--- src/rtl/universal_shift_register.sv ---
// Universal shift register: parallel load plus multi-step shifts in eight modes.
// Latency: start at edge E0 with shamt=n>0 shifts one bit per edge on E1..En,
//          then done pulses for one cycle.
// Backpressure: none. start and load_en are ignored while busy is high.
//
// Ports:
//   clk      rising-edge clock
//   reset    synchronous active-high reset
//   load_en  parallel-load request (idle only); d_in is the load data
//   start    start-shift request (idle only); samples mode and shamt
//   mode     000 LSL, 001 LSR, 010 ASR, 011 ROL, 100 ROR, 101 SIL, 110 SIR, 111 hold
//   shamt    number of 1-bit steps
//   ser_in   serial fill bit for SIL/SIR, sampled on every step
//   q_out    register contents
//   ser_out  bit at the exit end of the register for the latched mode
//   busy     high while shift steps remain
//   done     one-cycle completion pulse
module universal_shift_register #(
  parameter int WIDTH = 16,
  parameter int CNT_W = 5
) (
  input  logic             clk,
  input  logic             reset,
  input  logic             load_en,
  input  logic [WIDTH-1:0] d_in,
  input  logic             start,
  input  logic [2:0]       mode,
  input  logic [CNT_W-1:0] shamt,
  input  logic             ser_in,
  output logic [WIDTH-1:0] q_out,
  output logic             ser_out,
  output logic             busy,
  output logic             done
);

  typedef enum logic {
    IDLE  = 1'b0,
    SHIFT = 1'b1
  } state_t;

  localparam logic [2:0] MODE_LSL = 3'd0;
  localparam logic [2:0] MODE_LSR = 3'd1;
  localparam logic [2:0] MODE_ASR = 3'd2;
  localparam logic [2:0] MODE_ROL = 3'd3;
  localparam logic [2:0] MODE_ROR = 3'd4;
  localparam logic [2:0] MODE_SIL = 3'd5;
  localparam logic [2:0] MODE_SIR = 3'd6;

  state_t             state, state_n;
  logic [WIDTH-1:0]   q_reg, q_n;
  logic [CNT_W-1:0]   cnt, cnt_n;
  logic [2:0]         mode_reg, mode_n;
  logic               done_reg, done_n;

  // One 1-bit step of the given mode. The reserved code holds the value.
  function automatic logic [WIDTH-1:0] shift_step(
    input logic [WIDTH-1:0] v,
    input logic [2:0]       m,
    input logic             s
  );
    logic [WIDTH-1:0] r;
    r = v;
    case (m)
      MODE_LSL: r = {v[WIDTH-2:0], 1'b0};
      MODE_LSR: r = {1'b0, v[WIDTH-1:1]};
      MODE_ASR: r = {v[WIDTH-1], v[WIDTH-1:1]};
      MODE_ROL: r = {v[WIDTH-2:0], v[WIDTH-1]};
      MODE_ROR: r = {v[0], v[WIDTH-1:1]};
      MODE_SIL: r = {v[WIDTH-2:0], s};
      MODE_SIR: r = {s, v[WIDTH-1:1]};
      default:  r = v;
    endcase
    return r;
  endfunction

  always_comb begin
    state_n = state;
    q_n     = q_reg;
    cnt_n   = cnt;
    mode_n  = mode_reg;
    done_n  = 1'b0;
    case (state)
      IDLE: begin
        // Load first so a same-cycle start shifts the freshly loaded value.
        if (load_en) begin
          q_n = d_in;
        end
        if (start) begin
          mode_n = mode;
          if (shamt != '0) begin
            state_n = SHIFT;
            cnt_n   = shamt;
          end else begin
            done_n = 1'b1;
          end
        end
      end
      SHIFT: begin
        q_n   = shift_step(q_reg, mode_reg, ser_in);
        cnt_n = cnt - 1'b1;
        if (cnt == CNT_W'(1)) begin
          state_n = IDLE;
          done_n  = 1'b1;
        end
      end
      default: begin
        state_n = IDLE;
      end
    endcase
  end

  always_ff @(posedge clk) begin
    if (reset) begin
      state    <= IDLE;
      q_reg    <= '0;
      cnt      <= '0;
      mode_reg <= MODE_LSL;
      done_reg <= 1'b0;
    end else begin
      state    <= state_n;
      q_reg    <= q_n;
      cnt      <= cnt_n;
      mode_reg <= mode_n;
      done_reg <= done_n;
    end
  end

  assign q_out = q_reg;
  assign busy  = (state == SHIFT);
  assign done  = done_reg;

  // Left-moving modes push bits out of the MSB; all others out of the LSB.
  assign ser_out = (mode_reg == MODE_LSL || mode_reg == MODE_ROL || mode_reg == MODE_SIL)
                   ? q_reg[WIDTH-1] : q_reg[0];

endmodule

--- config.mk ---
export PLATFORM = sky130hd
export DESIGN_NAME = universal_shift_register
export DESIGN_NICKNAME = d
export VERILOG_FILES = /design/src/rtl/universal_shift_register.sv
export SDC_FILE = /design/constraint.sdc
export NUM_CORES = 1
export LEC_CHECK = 0
export ABC_AREA = 1
export BUFFER_PORTS_ARGS = -buffer_cell sky130_fd_sc_hd__buf_2
export CORE_MARGIN = 2
export CORE_UTILIZATION = 53
export CTS_BUF_LIST = sky130_fd_sc_hd__clkbuf_8
export CTS_CLUSTER_SIZE = 16
export DETAILED_ROUTE_END_ITERATION = 8
export PLACE_DENSITY_LB_ADDON = 0.2
export SYNTH_ARGS = -nofsm -noshare
export SYNTH_HDL_FRONTEND = slang
export SYNTH_SLANG_ARGS = --single-unit
--- constraint.sdc ---
create_clock -name clk -period 1.62 [get_ports clk]
set_clock_uncertainty 0.1 [all_clocks]
set_input_delay 0.162 -clock clk [delete_from_list [all_inputs] [get_ports clk]]
set_output_delay 0.162 -clock clk [all_outputs]
set_load 0.05 [all_outputs]
Yosys cells after proc, flatten, opt, wreduce, memory -nomap -nowiden
Index checks and enable logic that the tools add are counted.
W data, S select, Z words.
{"block": "totals", "out_inout_bits": 19, "regBits": 26, "inputBits": 29, "wordCells": 44}
{"block": "classes", "muxes": 15, "n_bitwise": 1, "eq_ne": 13, "n_addsub": 1, "n_reduce_logical": 8}
{"operator": "$pmux W16 S7", "count": 1}
{"operator": "$pmux W16 S2", "count": 1}
{"operator": "$mux W16", "count": 1}
{"operator": "$mux W5", "count": 2}
{"operator": "$pmux W5 S2", "count": 1}
{"operator": "$eq A3 B3 Y1 const B", "count": 3}
{"operator": "$ne A2 B2 Y1 const B", "count": 4}
{"operator": "$ne A8 B1 Y1 const B", "count": 1}
{"operator": "$mux W1", "count": 7}
{"operator": "$ne A7 B1 Y1 const B", "count": 1}
{"operator": "$eq A3 B2 Y1 const B", "count": 2}
{"operator": "$reduce_and A2 Y1", "count": 3}
{"operator": "$eq A5 B1 Y1 const B", "count": 1}
{"operator": "$reduce_bool A5 Y1", "count": 1}
{"operator": "$sub A5 B1 Y5 const B", "count": 1}
{"operator": "$pmux W1 S2", "count": 2}
{"operator": "$eq A3 B1 Y1 const B", "count": 1}
{"operator": "$logic_not A3 Y1", "count": 1}
{"operator": "$reduce_and A3 Y1", "count": 1}
{"operator": "$logic_or A1 B1 Y1", "count": 2}
{"operator": "$not A1 Y1", "count": 1}

Logic depth before layout (Yosys ltp)
Gate-level depths: netlist of the first run.
{"block": "depth", "word_depth": 4, "mapped_depth": 8, "ltp_nobuf": 7}

Least setup slack after synthesis of the first run
OpenSTA, ideal clock, no wires.
{"block": "synth_timing", "path_kind": "register to register", "start": "reg state, in the netlist busy", "end": "reg q_reg[0], in the netlist q_out[0]", "period_less_slack_ns": 1.647, "arrival_ns": 1.425, "required_ns": 1.398, "path_stages_with_launch": 7, "setup_slack_ns": -0.027, "path_cell_list": "dfxtp_1 buf_2 nand2_1 nand3_2 buf_6 a21boi_1 a21oi_2"}
{"block": "synth_between", "elab_chain_len": 3, "elab_cells_between_ends": 5}
{"item": "start: declaration", "line_no": "49", "text": "state_t state, state_n;"}
{"item": "start signal: assignment", "line_no": "120", "text": "state <= state_n;"}
{"item": "parallel branches: the longest is 3 deep, another holds $ne A8 B1 Y1"}
{"item": "end signal: assignment", "line_no": "121", "text": "q_reg <= q_n;"}
{"item": "end: declaration", "line_no": "50", "text": "logic [WIDTH-1:0] q_reg, q_n;"}
Parallel ways; which one is timed is not known.
A chain may end at the register's enable or synchronous reset.

Final worst setup path of the first run
{"block": "layout_timing", "start": "reg mode_reg[1]", "end": "out ser_out"}
{"block": "layout_between", "elab_chain_len": 4, "elab_cells_between_ends": 6}
{"item": "start: declaration", "line_no": "52", "text": "logic [2:0] mode_reg, mode_n;"}
{"item": "start signal: assignment", "line_no": "123", "text": "mode_reg <= mode_n;"}
{"item": "$eq A3 B2 Y1 or $logic_not A3 Y1 (tied branches)", "line_no": "133", "text": "assign ser_out = (mode_reg == MODE_LSL || mode_reg == MODE_ROL || mode_reg == MODE_SIL)"}
{"item": "$logic_or A1 B1 Y1", "line_no": "133"}
{"item": "$logic_or A1 B1 Y1 *", "line_no": "133"}
{"item": "$mux W1 *", "line_no": "134", "text": "? q_reg[WIDTH-1] : q_reg[0];"}
{"item": "end: declaration", "line_no": "31", "text": "output logic ser_out,"}
Every way passes the cells marked *; elsewhere a longest branch is shown, timed or not.

==> results.md, run 1 <==
- Wire length reported by the detailed router: between 3000 and 4000 um
- Number of standard cells after synthesis: 232
- GRT Total Usage: 0.2281
- Mapped Nets: about 260
- Failing checks: negative setup slack
- Cell type with the highest aggregate area in the netlist: sky130_fd_sc_hd__dfxtp_1
- Largest net degree at the start of global routing: 30
- Floorplan core area: 0.003003 mm2
- Final Instance Area: about 0.002 mm2
- Maximum clock frequency: approximately 600 MHz
- Fraction of final layout cells sized beyond drive strength 1: 0.3652
- Die height: approximately 60 um
- Number of distinct standard cells referenced by the synthesized netlist: 29
- Setup slack of the worst register-to-register path: approximately 0.09 ns
- Finish-stage setup viols: 1
- Reg clk slew, reported paths: approximately 0.08 ns
- Type of the setup path with the least slack: reg -> out
- Nature of the critical path endpoint: output port
- Die footprint: ~0.0036 mm2
- Worst setup margin: -0.07450 ns
- Maximum number of buffers from clock root to sink: 2
- Drt drc: 0
- Post-detail-place hpwl: between 2000 and 3000 um
- Row Count: 20
- Launch instance of the worst register-to-register path: mode_reg[1]
- Ranking of synthesized cells by instance count: 47 x sky130_fd_sc_hd__nand2_1, 26 x sky130_fd_sc_hd__dfxtp_1, 25 x sky130_fd_sc_hd__o21ai_0
- Wire per inst: roughly 12 um
- Antenna diodes: 0
- Residual overflow from global routing: 0
- CTS tree: built
- Clock insertion delay at the later pin of the skew report: 0.26 ns
- Sequential cell area: between 500 and 600 um2
- Crit-path max FO: 4
- Hold-fix buffer count after cts: 0
- Critical Path Start: mode_reg[1]
- Number of flip-flops under the largest register name: 16
- Count of vias placed by the detailed router: ~1,700
- Worst slack at placement: approximately 0.11 ns
- Simple-gate area share of the yosys netlist: 0.3820
- Vias in the first global route: approximately 1,500
- Standby leakage power: 0.9343 nW
- Transition time at the pin with the least slew margin: 0.2386 ns
- Power per unit of standard cell area: between 900 and 1000 mW/mm2
- Capturing element of the worst setup path: ser_out
- Xor/xnor cell area share of the yosys netlist: 0.005327
- Primary flip-flop cell chosen by synthesis mapping: sky130_fd_sc_hd__dfxtp_1
- Number of violations reported at the end of detailed-routing iteration 0: 96
- CTS Root Cell: sky130_fd_sc_hd__clkbuf_8
- Most common cell in the netlist: sky130_fd_sc_hd__nand2_1
- Leading post-synthesis cells by cell area: sky130_fd_sc_hd__dfxtp_1 32%, sky130_fd_sc_hd__nand2_1 11%, sky130_fd_sc_hd__o21ai_0 7.6%, sky130_fd_sc_hd__nand4_1 7.2%, sky130_fd_sc_hd__nand3_1 6.4%
- Unrepaired setup endpoints after global routing: yes
- Final number of max-transition violations: 0
- Area of the multi-input gates: approximately 990 um2
- Syn avg cell area: 7.087 um2
- Via/cell ratio: approximately 5.4
- Synth Area in Compound Gates: 0.1910
- Total number of yosys warnings: 0
- Endpoint of the worst register-to-register path: q_out[7]
- Arrival time of the worst setup path: 1.43 ns
- Sequential cell area fraction in the yosys report: 0.3166
- Slew Limit Headroom: 0.8393
- Number of H-tree levels: 1
- Post-synth EDFFs: 0
- Filler cell count: around 270
- First-pass GRT wire length: 6430 um
- Area after detailed placement: just under 0.002 mm2
- Initial cell density of the core: 0.5475
- Synthesized flop and latch total: 26
- Max cap viols: 0
- Count of input and output buffers: 47
- Share of Yosys cell area claimed by the top area cell type: 0.3166
- Hold violation count in the final report: 0
- Inserted Clock Buffers: 3
- Clk sink count: 26
- Relative area change from synthesis to final layout: 22.45%
- I/O pins: 48
- Share of synthesized area spent on multiplexers: 0.006849
- Final #Nets: around 320
- Ys async rst share: 0
- Die width: ~60 um
- Netlist Area Pre-Place: 0.001644 mm2
- Final weighted congestion in routability-driven placement: roughly 0.8
- HP Class: in -> reg
- Required time of the worst setup path: between 1 and 1.5 ns
- Final cycle utilization of the critical path: 1.046
- Adder-Cell Fraction of Synth Area: 0.01522
- Drt pass-1 iters: 4
- Startpoint kind of the worst setup timing path: register
- Number of antenna violations at the first check in global routing: 0
- Cells on worst reg2reg path: 8
- Post-layout min period: ~1.7 ns
- Main combinational cell family by area after synthesis: simple AND/OR/NAND/NOR gates
- Number of nets with antenna violations after routing: 0
- Status: finished with violations
- VDD IR-drop max: between 0.4 and 0.5 mV
-- timing repair --
| action | 4_1_cts | 5_1_grt |
|---|---|---|
| gates resized for setup | 11 | 5 |
| pin swaps | 3 | 2 |
| setup buffers | 2 | 1 |
| endpoints found under the setup margin | 1 | 4 |
-- critical path, stage by stage, from the launching register on --
cell	delay, ns
sky130_fd_sc_hd__dfxtp_4	0.40
sky130_fd_sc_hd__nand2_2	0.06
sky130_fd_sc_hd__o211ai_1	0.22
sky130_fd_sc_hd__mux2_4	0.34
sky130_fd_sc_hd__buf_8	0.15
-- power breakdown --
group          internal [mW]  switching (mW)  total, mW
clock network          0.166           0.189      0.355
logic                  0.278           0.532      0.810
registers              0.717          0.0827      0.800
-- kinds of logic (layout without fill, tap and decap cells) --
family | count (synthesis) | in the layout
AND/OR/NAND/NOR | 123 | 123
XOR/XNOR | 1 | 1
multiplexers | 1 | 1
AO/OA/AOI/OAI | 53 | 53
buffers and inverters | 26 | 76
flip-flops | 26 | 26
adder cells (fa/ha/maj) | 2 | 2
-- worst min-delay path by stage --
stage / from / end / depth (start not counted)
floorplan: reset / cnt[4] / 1
global placement: reset / cnt[4] / 2
detailed placement: reset / cnt[3] / 2
CTS: reset / cnt[4] / 2
global route: reset / q_out[15] / 2
finish: reset / cnt[4] / 2
-- layout make-up --
| type | count | share of cell area |
|---|---|---|
| multi-input combinational | 180 | 0.4935 |
| inverter | 13 | 0.02548 |
| timing repair buffer | 60 | 0.1765 |
| tap | 33 | 0.02051 |
| sequential | 26 | 0.2635 |
| clock buffer | 3 | 0.02051 |
-- per-stage QoR --
step | hold slack, ns | total power [mW] | util | std cells | setup TNS [ns]
final | 0.04572 | 1.966 | 0.6704 | 315 | -0.07450
after global routing | 0.04686 | 2.080 | 0.6704 | 315 | -0.1300
after detailed placement | 0.3315 | 1.596 | 0.6400 | 309 | 0
after floorplan | 0.1311 | 1.414 | - | 232 | 0
after global placement | 0.3170 | 1.583 | 0.6400 | 309 | 0
after CTS | 0.04093 | 1.973 | 0.6679 | 314 | -0.05330
-- layout by cell type (no fill, tap or decap), drive strengths merged --
cell	Yosys	final
a211oi	1	1
buf	11	60
o21a	1	1
or2	14	14
nor3	1	1
nand4	19	19
o211ai	1	1
clkbuf	2	3
nand2	49	49
xor2	1	1
inv	13	13
a21oi	23	23
dfxtp	26	26
a31oi	1	1
o21ai	25	25
mux2	1	1
nand3	24	24
nor2	16	16
ha	2	2
a21boi	1	1
-- layer usage --
metal,track usage,routed length [um],vias up
met3,0.02597,126,2
li1,-,-,900
met5,0,0,-
met2,0.4037,1868,32
met1,0.2974,1837,764
met4,0.04762,19,0
No activity file was read; power rests on OpenSTA's default activity.
==> run 2, diff against run 1 <==
--- a/config.mk
+++ b/config.mk
@@ -5,10 +5,9 @@
 export SDC_FILE = /design/constraint.sdc
 export NUM_CORES = 1
 export LEC_CHECK = 0
-export ABC_AREA = 1
 export BUFFER_PORTS_ARGS = -buffer_cell sky130_fd_sc_hd__buf_2
 export CORE_MARGIN = 2
-export CORE_UTILIZATION = 53
+export CORE_UTILIZATION = 52
 export CTS_BUF_LIST = sky130_fd_sc_hd__clkbuf_8
 export CTS_CLUSTER_SIZE = 16
 export DETAILED_ROUTE_END_ITERATION = 8
==> run 2 against run 1 <==
Against the previous run:
- non-clock buffer count rose by 10
- the run still ends with negative setup slack left
- register-to-register slack got worse by 0.20 ns
- fmax fell by 3.8%
- sequential power fell by 3.3%
- combinational power fell by 13%
- clock-buffer cell count did not move
- critical path type unchanged
==> results.md, run 2 <==
- VDD IR-drop max: 0.8922 mV
- Area of the multi-input gates: roughly 940 um2
- Total power consumption of the routed design: 1.844 mW
- Leading post-synthesis cells by cell area: sky130_fd_sc_hd__dfxtp_1 34%, sky130_fd_sc_hd__a32o_1 9.2%, sky130_fd_sc_hd__mux2i_1 7.9%, sky130_fd_sc_hd__or2_2 5.8%, sky130_fd_sc_hd__nor2_1 4.2%
- First-pass GRT wire length: just under 7000 um
- Combinational Power Share: 0.381
- Post-detail-place hpwl: about 2800 um
- Drt pass-1 iters: 4
- Count of input and output buffers: 47
- Hold-fix buffer count after cts: 0
- Number of distinct standard cells referenced by the synthesized netlist: 37
- Wire per inst: ~15 um
- Nature of the critical path endpoint: output port
- Count of vias placed by the detailed router: approximately 1,600
- Fraction of final layout cells sized beyond drive strength 1: 0.4426
- Slew Limit Headroom: 0.7463
- Final number of max-transition violations: 0
- Largest net degree at the start of global routing: 15
- Total number of yosys warnings: 0
- Vias in the first global route: between 1,500 and 2,000
- Final #Nets: ~270
- Max cap viols: 0
- Reg power frac: 0.420
- Transition time at the pin with the least slew margin: 0.3771 ns
- Final cycle utilization of the critical path: 1.087
- Inserted Clock Buffers: 3
- CTS tree: built
- Worst slack at placement: -0.1766 ns
- Crit-path max FO: 5
- Number of violations reported at the end of detailed-routing iteration 0: 132
- Cell type with the highest aggregate area in the netlist: sky130_fd_sc_hd__dfxtp_1
- Clk sink count: 26
- Clock share of power: 0.200
- Clock insertion delay at the later pin of the skew report: roughly 0.27 ns
- Standby leakage power: 0.8988 nW
- Die width: about 58 um
- Finish-stage setup viols: 15
- Startpoint kind of the worst setup timing path: register
- Area after detailed placement: 0.001847 mm2
- Sequential cell area fraction in the yosys report: 0.3430
- Failing checks: negative setup slack
- Reg clk slew, reported paths: ~0.09 ns
- Wire length reported by the detailed router: 4005 um
- Power per unit of standard cell area: between 900 and 1000 mW/mm2
- Number of flip-flops under the largest register name: 16
- Syn avg cell area: 8.623 um2
- Maximum number of buffers from clock root to sink: 2
- Hold violation count in the final report: 0
- Sequential cell area: around 530 um2
- Status: finished with violations
- Die height: 58.03 um
- Synthesized flop and latch total: 26
- Worst setup margin: -0.1407 ns
- Ranking of synthesized cells by instance count: 26 x sky130_fd_sc_hd__dfxtp_1, 17 x sky130_fd_sc_hd__nor2_1, 14 x sky130_fd_sc_hd__a32o_1, 14 x sky130_fd_sc_hd__or2_2, 12 x sky130_fd_sc_hd__mux2i_1
- Post-layout min period: 1.761 ns
- Relative area change from synthesis to final layout: 31.99%
- Post-synth EDFFs: 0
- Most common cell in the netlist: sky130_fd_sc_hd__dfxtp_1
- Final worst hold slack: roughly 0.011 ns
- Top library cells by usage in the layout, fill and taps aside: 46 x sky130_fd_sc_hd__buf_2, 22 x sky130_fd_sc_hd__dfxtp_1, 22 x sky130_fd_sc_hd__buf_4
- GRT Total Usage: 0.2572
- Number of nets with antenna violations after routing: 0
- CTS Root Cell: sky130_fd_sc_hd__clkbuf_8
- Number of standard cells after synthesis: approximately 180
- Number of H-tree levels: 1
- Required time of the worst setup path: ~1.4 ns
- Filler cell count: ~210
- Arrival time of the worst setup path: 1.50 ns
- Antenna diodes: 0
- Maximum clock frequency: between 500 and 600 MHz
- I/O pins: between 40 and 50
- HP Class: in -> reg
- Net load switching power: around 0.7 mW
- Netlist Area Pre-Place: ~0.0015 mm2
- Final Instance Area: 0.002003 mm2
- Floorplan core area: roughly 0.0028 mm2
- Row Count: 19
- Ys async rst share: 0
- Mapped Nets: just over 200
- Number of antenna violations at the first check in global routing: 0
- Unrepaired setup endpoints after global routing: yes
- Residual overflow from global routing: 0
- Via/cell ratio: approximately 6
- Most frequent standard cell in the layout excluding fill and tap cells: sky130_fd_sc_hd__buf_2
- Post-Route Utilization: 0.7264
- Switching power share of the total: 0.3715
- Internal cell power: about 1.2 mW
- Primary flip-flop cell chosen by synthesis mapping: sky130_fd_sc_hd__dfxtp_1
- Drt drc: 0
- Type of the setup path with the least slack: reg -> out
- Final weighted congestion in routability-driven placement: approximately 0.8
- Initial cell density of the core: 0.5504
- Die footprint: approximately 0.0034 mm2
- Share of Yosys cell area claimed by the top area cell type: 0.3430
==> run 2: cell types whose count changed in the layout (fill, tap and decap cells not counted), sizes merged, moves of 3 or more <==
cell,before,now
nand2,49,5
o21ai,25,3
nand4,19,1
a21oi,23,6
nand3,24,8
a32o,0,14
mux2i,0,12
buf,60,70
a211oi,1,6
nor2b,0,5
a221oi,0,4
inv,13,9
and2,0,3
nor3,1,4
==> run 2: area by class of cell <==
type,instances,share of cell area
Multi-Input combinational cell,127,0.4678
Clock buffer,3,0.02061
Timing Repair Buffer,70,0.2105
Tap cell,31,0.01936
Inverter,9,0.01686
Sequential cell,26,0.2648
==> run 2: stage by stage <==
stage | cells | setup TNS [ns]
6_report | 266 | -0.6090
3_5_place_dp | 257 | -2.143
5_1_grt | 266 | -1.330
3_3_place_gp | 257 | -1.211
4_1_cts | 264 | -0.4484
2_1_floorplan | 176 | -1.900
==> run 2: cells by family after synthesis <==
family,synth area share
multiplexers,0.08656
adder cells (fa/ha/maj),0.01649
AO/OA/AOI/OAI,0.2514
flip-flops,0.3430
XOR/XNOR,0.02309
buffers and inverters,0.07584
AND/OR/NAND/NOR,0.2036
==> run 2: worst paths after layout <==
path	cells after the start	endpoint	from	slack (ns)
worst min register to register	1	q_out[7]	q_out[7]	0.40
worst max-delay path	5	ser_out	mode_reg[0]	-0.14
worst min-delay path	3	mode_reg[2]	mode[2]	0.01
worst max register to register	5	q_out[1]	mode_reg[1]	-0.11
==> run 2: layer usage <==
layer,global-route usage,vias to the layer above,wire length [um],part of all wire
li1,-,773,-,-
met1,0.3384,749,1714,0.43
met2,0.4253,60,2000,0.50
met3,0.03571,9,229,0.057
met4,0.1030,0,60,0.015
met5,0,-,0,0
==> run 2: what timing repair did <==
item                                    in CTS  in global routing
cloned                                       1                  0
resized for setup                           22                  0
endpoints found under the setup margin      16                 17
pin swaps                                    2                  0
endpoints found under the hold margin        0                  0
buffers inserted                             3                  2
==> run 2: worst max-delay path, stage by stage, from the launching register on <==
cell and delay [ns]:
sky130_fd_sc_hd__dfxtp_4 0.39, sky130_fd_sc_hd__nor2b_4 0.18, sky130_fd_sc_hd__nor3_2 0.06, sky130_fd_sc_hd__a21oi_2 0.12, sky130_fd_sc_hd__mux2_4 0.32, sky130_fd_sc_hd__buf_8 0.15
==> run 2: power groups by stage <==
stage,combinational (mW),sequential [mW],clock (mW)
2_1_floorplan,0.336,0.925,0
3_3_place_gp,0.632,0.779,0
3_5_place_dp,0.647,0.784,0
4_1_cts,0.692,0.770,0.372
5_1_grt,0.755,0.784,0.409
6_report,0.702,0.774,0.368
